<file path="src/rtl/ping_pong_monitor.sv">
// ping_pong_monitor: tracks a ping-pong counter against a reference model, flags faults, counts bounces.
// Defining PP_MONITOR_CAPTURE_EN adds capture of the expected/observed values at the first mismatch.
module ping_pong_monitor #(
  parameter int WIDTH = 4,
  parameter int CNT_W = 8
) (
  input  logic             clk,
  input  logic             rst,
  input  logic             clear,
  input  logic             pp_rst,
  input  logic             pp_enable,
  input  logic             pp_flip,
  input  logic [WIDTH-1:0] pp_max,
  input  logic [WIDTH-1:0] pp_min,
  input  logic [WIDTH-1:0] pp_out,
  input  logic             pp_dir,
  output logic             mismatch,
  output logic             fault,
  output logic [1:0]       err_code,
  output logic             locked,
  output logic [CNT_W-1:0] bounce_cnt,
  output logic [CNT_W-1:0] flip_cnt
`ifdef PP_MONITOR_CAPTURE_EN
  ,
  output logic [WIDTH-1:0] cap_exp_out,
  output logic             cap_exp_dir,
  output logic [WIDTH-1:0] cap_obs_out,
  output logic             cap_obs_dir
`endif
);
  typedef enum logic [1:0] {SYNC, TRACK, FAULT} state_t;
  state_t state, state_nx;
  logic [WIDTH-1:0] exp_out, m_out;
  logic exp_dir, m_dir, prev_dir, flip_prev, active, turn, flip_rev, miss, cnt_en;
  logic [1:0] diff;
  // the counter only moves when enabled inside a legal, non-degenerate range
  assign active = !pp_rst && pp_enable && pp_min < pp_max && pp_min <= pp_out && pp_out <= pp_max;
  assign turn = pp_flip || (pp_dir ? pp_out == pp_max : pp_out == pp_min);
  assign flip_rev = active && pp_flip;
  assign m_dir = pp_rst ? 1'b1 : active ? pp_dir ^ turn : pp_dir;
  assign m_out = pp_rst ? pp_min : !active ? pp_out : m_dir ? pp_out + WIDTH'(1) : pp_out - WIDTH'(1);
  assign locked = state == TRACK;
  always_comb begin
    diff = {pp_dir != exp_dir, pp_out != exp_out};
    miss = state == TRACK && diff != 2'b00 && !clear;
    cnt_en = state == TRACK && !clear;
    state_nx = clear ? SYNC : miss ? FAULT : state == SYNC ? TRACK : state;
  end
  always_ff @(posedge clk) begin
    prev_dir <= pp_dir;
    flip_prev <= flip_rev;
    if (rst) begin
      state <= SYNC;
      exp_out <= '0;
      exp_dir <= 1'b1;
      mismatch <= 1'b0;
      fault <= 1'b0;
      err_code <= 2'b00;
      bounce_cnt <= '0;
      flip_cnt <= '0;
    end else begin
      state <= state_nx;
      exp_out <= m_out;
      exp_dir <= m_dir;
      mismatch <= miss;
      fault <= !clear && (fault || miss);
      err_code <= clear ? 2'b00 : miss ? diff : err_code;
      bounce_cnt <= clear ? '0 : bounce_cnt + CNT_W'(cnt_en && pp_dir != prev_dir && bounce_cnt != '1);
      flip_cnt <= clear ? '0 : flip_cnt + CNT_W'(cnt_en && flip_prev && flip_cnt != '1);
    end
  end
`ifdef PP_MONITOR_CAPTURE_EN
  always_ff @(posedge clk) begin
    if (rst || clear) begin
      cap_exp_out <= '0;
      cap_exp_dir <= 1'b0;
      cap_obs_out <= '0;
      cap_obs_dir <= 1'b0;
    end else if (miss) begin
      cap_exp_out <= exp_out;
      cap_exp_dir <= exp_dir;
      cap_obs_out <= pp_out;
      cap_obs_dir <= pp_dir;
    end
  end
`endif
endmodule
</file>
<file path="config.mk">
export PLATFORM = sky130hd
export DESIGN_NAME = ping_pong_monitor
export DESIGN_NICKNAME = d
export VERILOG_FILES = /design/src/rtl/ping_pong_monitor.sv
export SDC_FILE = /design/constraint.sdc
export NUM_CORES = 1
export LEC_CHECK = 0
export CAP_MARGIN = 10
export CORE_UTILIZATION = 44
export DETAILED_ROUTE_END_ITERATION = 16
export PLACE_DENSITY = 0.81
export SETUP_SLACK_MARGIN = 0.05
export SLEW_MARGIN = 20
export SYNTH_ARGS = -nofsm -noshare
export SYNTH_HDL_FRONTEND = slang
export SYNTH_SLANG_ARGS = --single-unit
</file>
<file path="constraint.sdc">
create_clock -name clk -period 3.26 [get_ports clk]
set_input_delay 0.652 -clock clk [delete_from_list [all_inputs] [get_ports clk]]
set_output_delay 0.652 -clock clk [all_outputs]
set_load 0.05 [all_outputs]
</file>
==> results of run 1 <==
## registers in the layout, summed over array words and instances, names as in the netlist
name and count:
bounce_cnt 8, err_code 2, exp_dir 1, exp_out 4, fault 1, flip_cnt 8
flip_prev 1, mismatch 1, prev_dir 1, state 2
## cells by family after synthesis
family | synth area share [%]
DFF | 36.2
and+or+nand+nor | 22.2
AOI/OAI and AO/OA | 15.5
xor gates and xnor gates | 8.74
buffers and inverters | 2.81
adders and majority gates | 14.5
## power groups by stage
stage,logic (mW),clock network (mW),registers (mW)
4_1_cts,0.199,0.202,0.365
6_report,0.229,0.203,0.365
3_5_place_dp,0.166,0,0.374
3_3_place_gp,0.162,0,0.373
2_1_floorplan,0.0854,0,0.378
5_1_grt,0.248,0.226,0.366
## routing by layer
metal / GRT usage, % / up-vias / part of all wire [%]
li1: - / 821 / -
met1: 26.2 / 753 / 40
met2: 42.3 / 56 / 52
met3: 5.33 / 9 / 4.5
met4: 11.3 / 0 / 2.8
met5: 0 / - / 0
## metrics by stage
stage               area, um^2  hold slack (ns)  utilization [%]  std cells  TNS [ns]
finish                    2550            0.462             74.6        314         0
global route              2550            0.504             74.6        314   -0.0108
CTS                       2460            0.470             72.0        307         0
detailed placement        2220            0.457             64.9        281     -1.50
global placement          2220            0.448             64.9        281     -1.21
floorplan                 1630            0.456                -        179         0
## final cells by class
cell class | count | area share, %
inverters | 10 | 1.72
flip-flops and latches | 29 | 22.8
multi-input cells | 138 | 44.2
repair buffers | 83 | 27.1
clock buffers | 6 | 1.62
well taps | 46 | 2.26
clock inverters | 2 | 0.393
## cells in the mapped netlist (all sizes together), types with 4 or more instances
cell type,count
and2,4
or3,6
xor2,8
nand3,8
and3,4
o21ai,9
nor2,19
a21o,4
nand4,5
inv,9
xnor2,8
ha,17
a21oi,8
dfxtp,29
nor2b,5
nand2,9
a311oi,4
## worst min path at each step
stage               slack [ns]  cells past startpoint                       end
floorplan                 0.46                      2     state[1]$_SDFFE_PP0P_
finish                    0.46                      2  err_code[1]$_SDFFE_PP0P_
CTS                       0.47                      2  err_code[1]$_SDFFE_PP0P_
global route              0.50                      2  err_code[1]$_SDFFE_PP0P_
detailed placement        0.46                      2  err_code[1]$_SDFFE_PP0P_
global placement          0.45                      2  err_code[0]$_SDFFE_PP0P_
## repair_timing
| action | CTS | global route |
|---|---|---|
| setup endpoints to repair | 3 | 2 |
| resized for setup | 60 | 8 |
| pin swaps | 23 | 18 |
| buffers inserted | 18 | 7 |
## worst register-to-register path, delay by kind of cell, from the launching register on
family,cells,cell delay [ns]
adders and majority gates,1,0.16
AOI/OAI and AO/OA,2,0.36
and+or+nand+nor,4,1.05
DFF,1,0.33
==> out/summary.txt, run 1 <==
PLACE
--------------------------------------------------------------------------------------
GP Congestion                                                                    0.864
PortBufs                                                                            39
Detailed-placement wirelength estimate                                         2890 um
DP Worst Slack                                                               -0.609 ns

WORST HOLD PATH
--------------------------------------------------------------------------------------
Worst Hold Class                                                          flip-flop to flip-flop
Hold wc startpoint                                                        err_code[1]$_SDFFE_PP0P_

CRITICAL PATH
--------------------------------------------------------------------------------------
Arrival time worst endpoint                                                    3.43 ns
Data required time at the worst endpoint                                       3.51 ns
Cell family with the largest share of critical-path delay                 simple AND/OR/NAND/NOR gates
Biggest cell delay along the critical path                                     0.44 ns
Worst Path Buf+Inv                                                                   3
Critical Path Fanout Max                                                             4
Critical Path Start Type                                                    input port
Critical path endpoint                                                    exp_out[1]$_SDFF_PP0_
Critical path class                                                       input port to flip-flop
Worst reg2reg path depth                                                             7
Launch point of the worst reg-to-reg path                                 state[0]$_SDFFE_PP0P_
Critical path, cell by cell                                               clkdlybuf4s15_2, ha_4, and4_1, a211oi_2, a311oi_4, a21boi_2, buf_4, buf_4, or3_4, fa_1, or3_1, a311oi_1
Critical Path Stages                                                                12
Critical path's most frequent cell                                               buf_4
Slack of the worst reg-to-reg path                                             1.29 ns
Capture point of the worst reg-to-reg path                                flip_cnt[7]$_SDFF_PP0_
Worst setup EP type                                                          flip-flop
Start point of the critical path                                             pp_max[0]
Master of the slowest instance on the critical path                               fa_1

STA
--------------------------------------------------------------------------------------
Count of pins over their slew limit                                                  0
Highest clock rate                                                             314 MHz
Final clock skew                                                            0.00552 ns
Final count of negative-setup-slack endpoints                                        0
RSZ-0062 raised after global routing                                               yes
Crit share post-route                                                            97.6%
Final Hold Vio Count                                                                 0
Worst Tran Pin Value                                                          0.501 ns
Final worst setup slack                                                      0.0798 ns
Minimum period implied by the final worst setup slack                          3.18 ns
Slew Limit Headroom                                                              66.5%

FLOORPLANNING
--------------------------------------------------------------------------------------
Horiz. Die Dim                                                                 62.4 um
Cell Rows                                                                           21
Floorplan Core Area                                                          3420 um^2
Die Ht                                                                         62.4 um
Overall die area                                                             3890 um^2
Number of I/O pins                                                                  40
Initial Utilization                                                              46.9%

CLOCK NETWORK
--------------------------------------------------------------------------------------
Number of sinks on the clock net                                                    29
Number of H-tree levels                                                              2
Max Buffers Root-to-Sink                                                             2
Count of hold-fix buffers inserted at cts                                            0
CTS Buf Count                                                                        5
Latest clock arrival within the worst-skew pair                                0.33 ns
TritonCTS clock tree                                                             built
Clock slew at the register clock pins of the worst setup and hold paths        0.09 ns
Root buffer selected by CTS                                                   clkbuf_4

POWER AND IR DROP
--------------------------------------------------------------------------------------
Share of total power in the clock network                                        25.5%
Total power draw                                                              0.797 mW
Power density of the placed cells                                          313 nW/um^2
Static Leak                                                                    1.08 nW
Fraction of power spent switching nets                                           29.1%
Logic gate share of total power                                                  28.7%
Cell internal power dissipation                                               0.565 mW
Maximum vdd drop                                                                140 uV
P_sw                                                                          0.232 mW
Part of the total power dissipated in sequential elements                        45.8%

FINISH
--------------------------------------------------------------------------------------
Sequential Area                                                               581 um^2
Multi-input combinational cell area                                          1120 um^2
Most common cell after layout, fill and taps aside                               buf_4
Most frequent cells in the layout                                         buf_4 (44), dfxtp_1 (29), clkdlybuf4s50_1 (26)
Synth-to-layout area growth                                                      58.9%
Ratio of cells with drive above 1 in the final layout                            32.1%
Count of filler cells inserted in the layout                                       235
Antenna diode count                                                                  0
Fin nets                                                                           304

DRT
--------------------------------------------------------------------------------------
Vias after detailed routing                                                      1,639
Number of remaining DRC errors                                                       0
DR WL/cell                                                                     13.8 um
DRT antenna net count                                                                0
Vias per cell                                                                     5.22
Length of the first detailed-routing pass in iterations                              4
Drt total wl                                                                   4350 um
Violation count after the first detailed-route iteration                           100

SYNTHESIS
--------------------------------------------------------------------------------------
Count of unique library cells instantiated by Yosys                                 36
Post-Synthesis Mean Instance Area                                            8.95 um^2
Flip-flop cell with the highest count after synthesis                          dfxtp_1
Synth top area share                                                             36.2%
Count of synthesis-stage warnings from yosys                                         0
Post-synthesis sequential area ratio                                             36.2%
Post-synthesis cell type with the largest combined area                        dfxtp_1
Cell area after synthesis                                                    1600 um^2
Async S/R FF share, synth                                                           0%
Number of flops mapped to enable cells by yosys                                      0
Number of synthesized register bits                                                 29
Syn Inst Count                                                                     179
Post-Synthesis Net Count                                                           216
Synth area leaders                                                        dfxtp_1 (36%), ha_1 (13%), nor2_1 (4.4%)

GLOBAL ROUTE
--------------------------------------------------------------------------------------
Global-route total usage across every layer                                      23.6%
Antenna violations before repair                                                     0
Via count of the first global-routing pass                                       1,571
Wire length of the first global-routing pass                                   7130 um
Maximum number of pins on one net before global-route repair                        18
Final global-route overflow total                                                    0

RUN
--------------------------------------------------------------------------------------
Max-cap check violation count                                                        0

OUTCOME
--------------------------------------------------------------------------------------
Outcome                                                                   complete, no violations

Note: power is estimated with default switching activity, not from simulation.
==> run 2: changes to the inputs <==
Settings changed: ABC_AREA from default to 1, CORE_ASPECT_RATIO from default to 1.75, CORE_UTILIZATION 44 to 45, SLEW_MARGIN 20 to default.
==> out/summary.txt, run 2 <==
GLOBAL ROUTE
--------------------------------------------------------------------------------------
Final global-route overflow total                                                    0   unchanged
Global-route total usage across every layer                                      19.8%   -3.8 points
Maximum number of pins on one net before global-route repair                        22   +4
Via count of the first global-routing pass                                       1,549   -1.4%
Wire length of the first global-routing pass                                   6310 um   -12%
Antenna violations before repair                                                     0   unchanged

CRITICAL PATH
--------------------------------------------------------------------------------------
Critical path class                                                       input port to flip-flop
Slack of the worst reg-to-reg path                                             1.30 ns   about the same
Critical path's most frequent cell                                             nand2_1
Critical path, cell by cell                                               clkdlybuf4s50_1, inv_1, ha_1, nand2_1, nand4_4, a21oi_4, nand4_1, nand3_4, inv_2, ha_4, nand2_1, nand2_1, a31oi_2, inv_1, nand4_1, nand3_1, nand2_1, nand3_1, nand2_1, inv_1
Launch point of the worst reg-to-reg path                                 state[1]$_SDFFE_PP0P_
Critical Path Fanout Max                                                             3   -1
Worst setup EP type                                                          flip-flop
Arrival time worst endpoint                                                    3.22 ns   -0.21 ns
Master of the slowest instance on the critical path                       clkdlybuf4s50_1
Biggest cell delay along the critical path                                     0.45 ns   about the same
Critical Path Start Type                                                    input port
Cell family with the largest share of critical-path delay                 simple AND/OR/NAND/NOR gates
Data required time at the worst endpoint                                       3.44 ns   -0.07 ns
Worst reg2reg path depth                                                            13   +6
Worst Path Buf+Inv                                                                   5   +2
Capture point of the worst reg-to-reg path                                flip_cnt[6]$_SDFF_PP0_
Critical Path Stages                                                                20   +8

SYNTHESIS
--------------------------------------------------------------------------------------
Number of flops mapped to enable cells by yosys                                      0   unchanged
Top cells by instance count after synthesis                               nand2_1 (46), inv_1 (37), nor2_1 (30)
Post-synthesis sequential area ratio                                             33.5%   -2.7 points
Cell area after synthesis                                                    1730 um^2   +8.0%
Flip-flop cell with the highest count after synthesis                          dfxtp_1
Synth area leaders                                                        dfxtp_1 (34%), ha_1 (12%), nand2_1 (10%)
Async S/R FF share, synth                                                           0%   unchanged
Count of synthesis-stage warnings from yosys                                         0   unchanged
Most repeated cell in the gate-level netlist after synthesis                   nand2_1
Post-synthesis cell type with the largest combined area                        dfxtp_1
Post-Synthesis Mean Instance Area                                            7.43 um^2   -17%
Number of synthesized register bits                                                 29   unchanged
Synth top area share                                                             33.5%   -2.7 points
Syn Inst Count                                                                     233   +30%
Post-Synthesis Net Count                                                           270   +25%
Count of unique library cells instantiated by Yosys                                 31   -14%

FLOORPLANNING
--------------------------------------------------------------------------------------
Number of I/O pins                                                                  40   unchanged
Floorplan Core Area                                                          3660 um^2   +7.3%
Die Ht                                                                         84.1 um   +35%
Initial Utilization                                                              47.3%   +0.33 points
Overall die area                                                             4110 um^2   +5.7%
Cell Rows                                                                           29   +38%
Horiz. Die Dim                                                                 48.9 um   -22%

DRT
--------------------------------------------------------------------------------------
Vias after detailed routing                                                      1,667   +1.7%
Violation count after the first detailed-route iteration                            27   -73%
DR WL/cell                                                                     11.0 um   -20%
Drt total wl                                                                   3750 um   -14%
Length of the first detailed-routing pass in iterations                              4   unchanged
Vias per cell                                                                     4.90   -6.1%
Number of remaining DRC errors                                                       0   unchanged
DRT antenna net count                                                                0   unchanged

STA
--------------------------------------------------------------------------------------
Minimum period implied by the final worst setup slack                          3.04 ns   -0.142 ns
Highest clock rate                                                             329 MHz   +4.7%
Crit share post-route                                                            93.2%   -4.4 points
Final Hold Vio Count                                                                 0   unchanged
Count of pins over their slew limit                                                  0   unchanged
Final clock skew                                                            0.00651 ns   +0.000987 ns
RSZ-0062 raised after global routing                                                no
Final count of negative-setup-slack endpoints                                        0   unchanged
Worst Tran Pin Value                                                          0.717 ns   +0.216 ns
Total negative setup slack                                                        0 ns   unchanged
Slew Limit Headroom                                                              52.2%   -14 points

CLOCK NETWORK
--------------------------------------------------------------------------------------
TritonCTS clock tree                                                             built
Root buffer selected by CTS                                                   clkbuf_8
Clock slew at the register clock pins of the worst setup and hold paths        0.06 ns   -0.03 ns
Max Buffers Root-to-Sink                                                             2   unchanged
CTS Buf Count                                                                        5   unchanged
Latest clock arrival within the worst-skew pair                                0.27 ns   -0.06 ns
Number of sinks on the clock net                                                    29   unchanged
Number of H-tree levels                                                              2   unchanged

FINISH
--------------------------------------------------------------------------------------
Largest registers                                                         bounce_cnt x8, flip_cnt x8, exp_out x4
Synth-to-layout area growth                                                      39.7%
Antenna diode count                                                                  0   unchanged
Most common cell after layout, fill and taps aside                             nand2_1
Most frequent cells in the layout                                         nand2_1 (46), inv_1 (36), clkdlybuf4s50_1 (36)
Ratio of cells with drive above 1 in the final layout                            13.9%   -18 points
Fin nets                                                                           330   +8.6%
Share of the core filled with cells                                              66.0%   -8.6 points

WORST HOLD PATH
--------------------------------------------------------------------------------------
Worst Hold Path EP                                                        fault$_SDFF_PP0_
Cells on Worst Hold Path                                                             2   unchanged
Worst Hold Class                                                          flip-flop to flip-flop
Hold wc startpoint                                                        fault$_SDFF_PP0_

RUN
--------------------------------------------------------------------------------------
Max-cap check violation count                                                        0   unchanged

PLACE
--------------------------------------------------------------------------------------
Detailed-placement wirelength estimate                                         3010 um   +4.0%
PortBufs                                                                            39   unchanged
GP Congestion                                                                    0.870   +0.76%

POWER AND IR DROP
--------------------------------------------------------------------------------------
Power density of the placed cells                                          333 nW/um^2   +6.3%
Maximum vdd drop                                                                265 uV   +89%
Static Leak                                                                    1.08 nW   +0.32%

OUTCOME
--------------------------------------------------------------------------------------
Outcome                                                                   complete, no violations

==> run 2: changes by cell type after synthesis, moves of 4 or more <==
cell	before	now
nand2_1	9	46
inv_1	9	37
nor2_1	19	30
nor3b_1	0	8
xnor2_1	8	0
or3_1	6	0
inv_2	0	5
nor2b_1	5	0
o21ai_0	9	4
a21o_1	4	0
and2_1	4	0
and3_1	4	0
==> run 2: cell families (layout without fill, tap and decap cells) <==
| logic type | Yosys count | in the layout | synth area share, % |
|---|---|---|---|
| fa+ha+maj | 18 | 18 | 13.4 |
| simple gates | 109 | 109 | 30.6 |
| buf+inv | 47 | 108 | 10.3 |
| flops | 29 | 29 | 33.5 |
| xor+xnor | 7 | 7 | 3.54 |
| compound gates | 23 | 23 | 8.60 |
==> run 2: worst max-delay path by stage <==
stage / start / to / slack, ns
global route: pp_min[3] / exp_out[3]$_SDFF_PP0_ / 0.03
detailed placement: pp_out[2] / exp_out[3]$_SDFF_PP0_ / -0.15
global placement: pp_out[1] / exp_out[3]$_SDFF_PP0_ / -0.09
floorplan: pp_max[3] / exp_out[3]$_SDFF_PP0_ / 0.49
CTS: pp_out[2] / exp_out[3]$_SDFF_PP0_ / 0.14
finish: pp_max[3] / exp_out[3]$_SDFF_PP0_ / 0.22
==> run 2: power by group <==
part | internal [mW] | total (mW) | switching [mW]
Clock | 0.147 | 0.274 | 0.127
Combinational | 0.0767 | 0.164 | 0.0874
Sequential | 0.362 | 0.366 | 0.00351
Total | 0.586 | 0.804 | 0.218
==> run 2: cell type report <==
class | count | area (um^2)
Fill cell | 320 | 1250
Multi-Input combinational cell | 157 | 1010
Sequential cell | 29 | 581
Timing Repair Buffer | 55 | 518
Inverter | 45 | 170
Clock buffer | 6 | 72.6
Tap cell | 46 | 57.6
Clock inverter | 2 | 10.0
==> run 2: timing repair <==
item,in CTS,in global routing
setup endpoints to repair,0,1
resized for setup,0,8
endpoints found under the hold margin,0,0
buffers inserted,0,1
hold buffers,0,0
==> run 2: metal layers <==
metal	share of wire, %	up-vias	global-route usage, %
li1	-	860	-
met1	36	745	19.1
met5	0	-	0
met2	57	51	38.5
met4	3.6	0	9.89
met3	4.0	11	3.28
==> run 2: tightest hold or removal path: stages, from the launching register on <==
cell and delay [ns]:
dfxtp_1 0.33, nor2_1 0.05, nor2_1 0.07
==> run 2: per-stage QoR <==
step	std cells	area (um^2)	total power [mW]	hold WS, ns	setup slack, ns
after CTS	339	2370	0.804	0.473	0.142
after floorplan	233	1730	0.462	0.470	0.491
final	340	2420	0.804	0.473	0.222
after global placement	331	2280	0.526	0.455	-0.0915
after global routing	340	2420	0.848	0.495	0.0302
after detailed placement	331	2280	0.530	0.463	-0.146
==> run 3: changes to the inputs <==
Settings changed: CTS_CLUSTER_SIZE from default to 20, SKIP_LAST_GASP from default to 1.
==> results of run 3 <==
The final DEF is identical to that of run 2; final timing and power are the same.
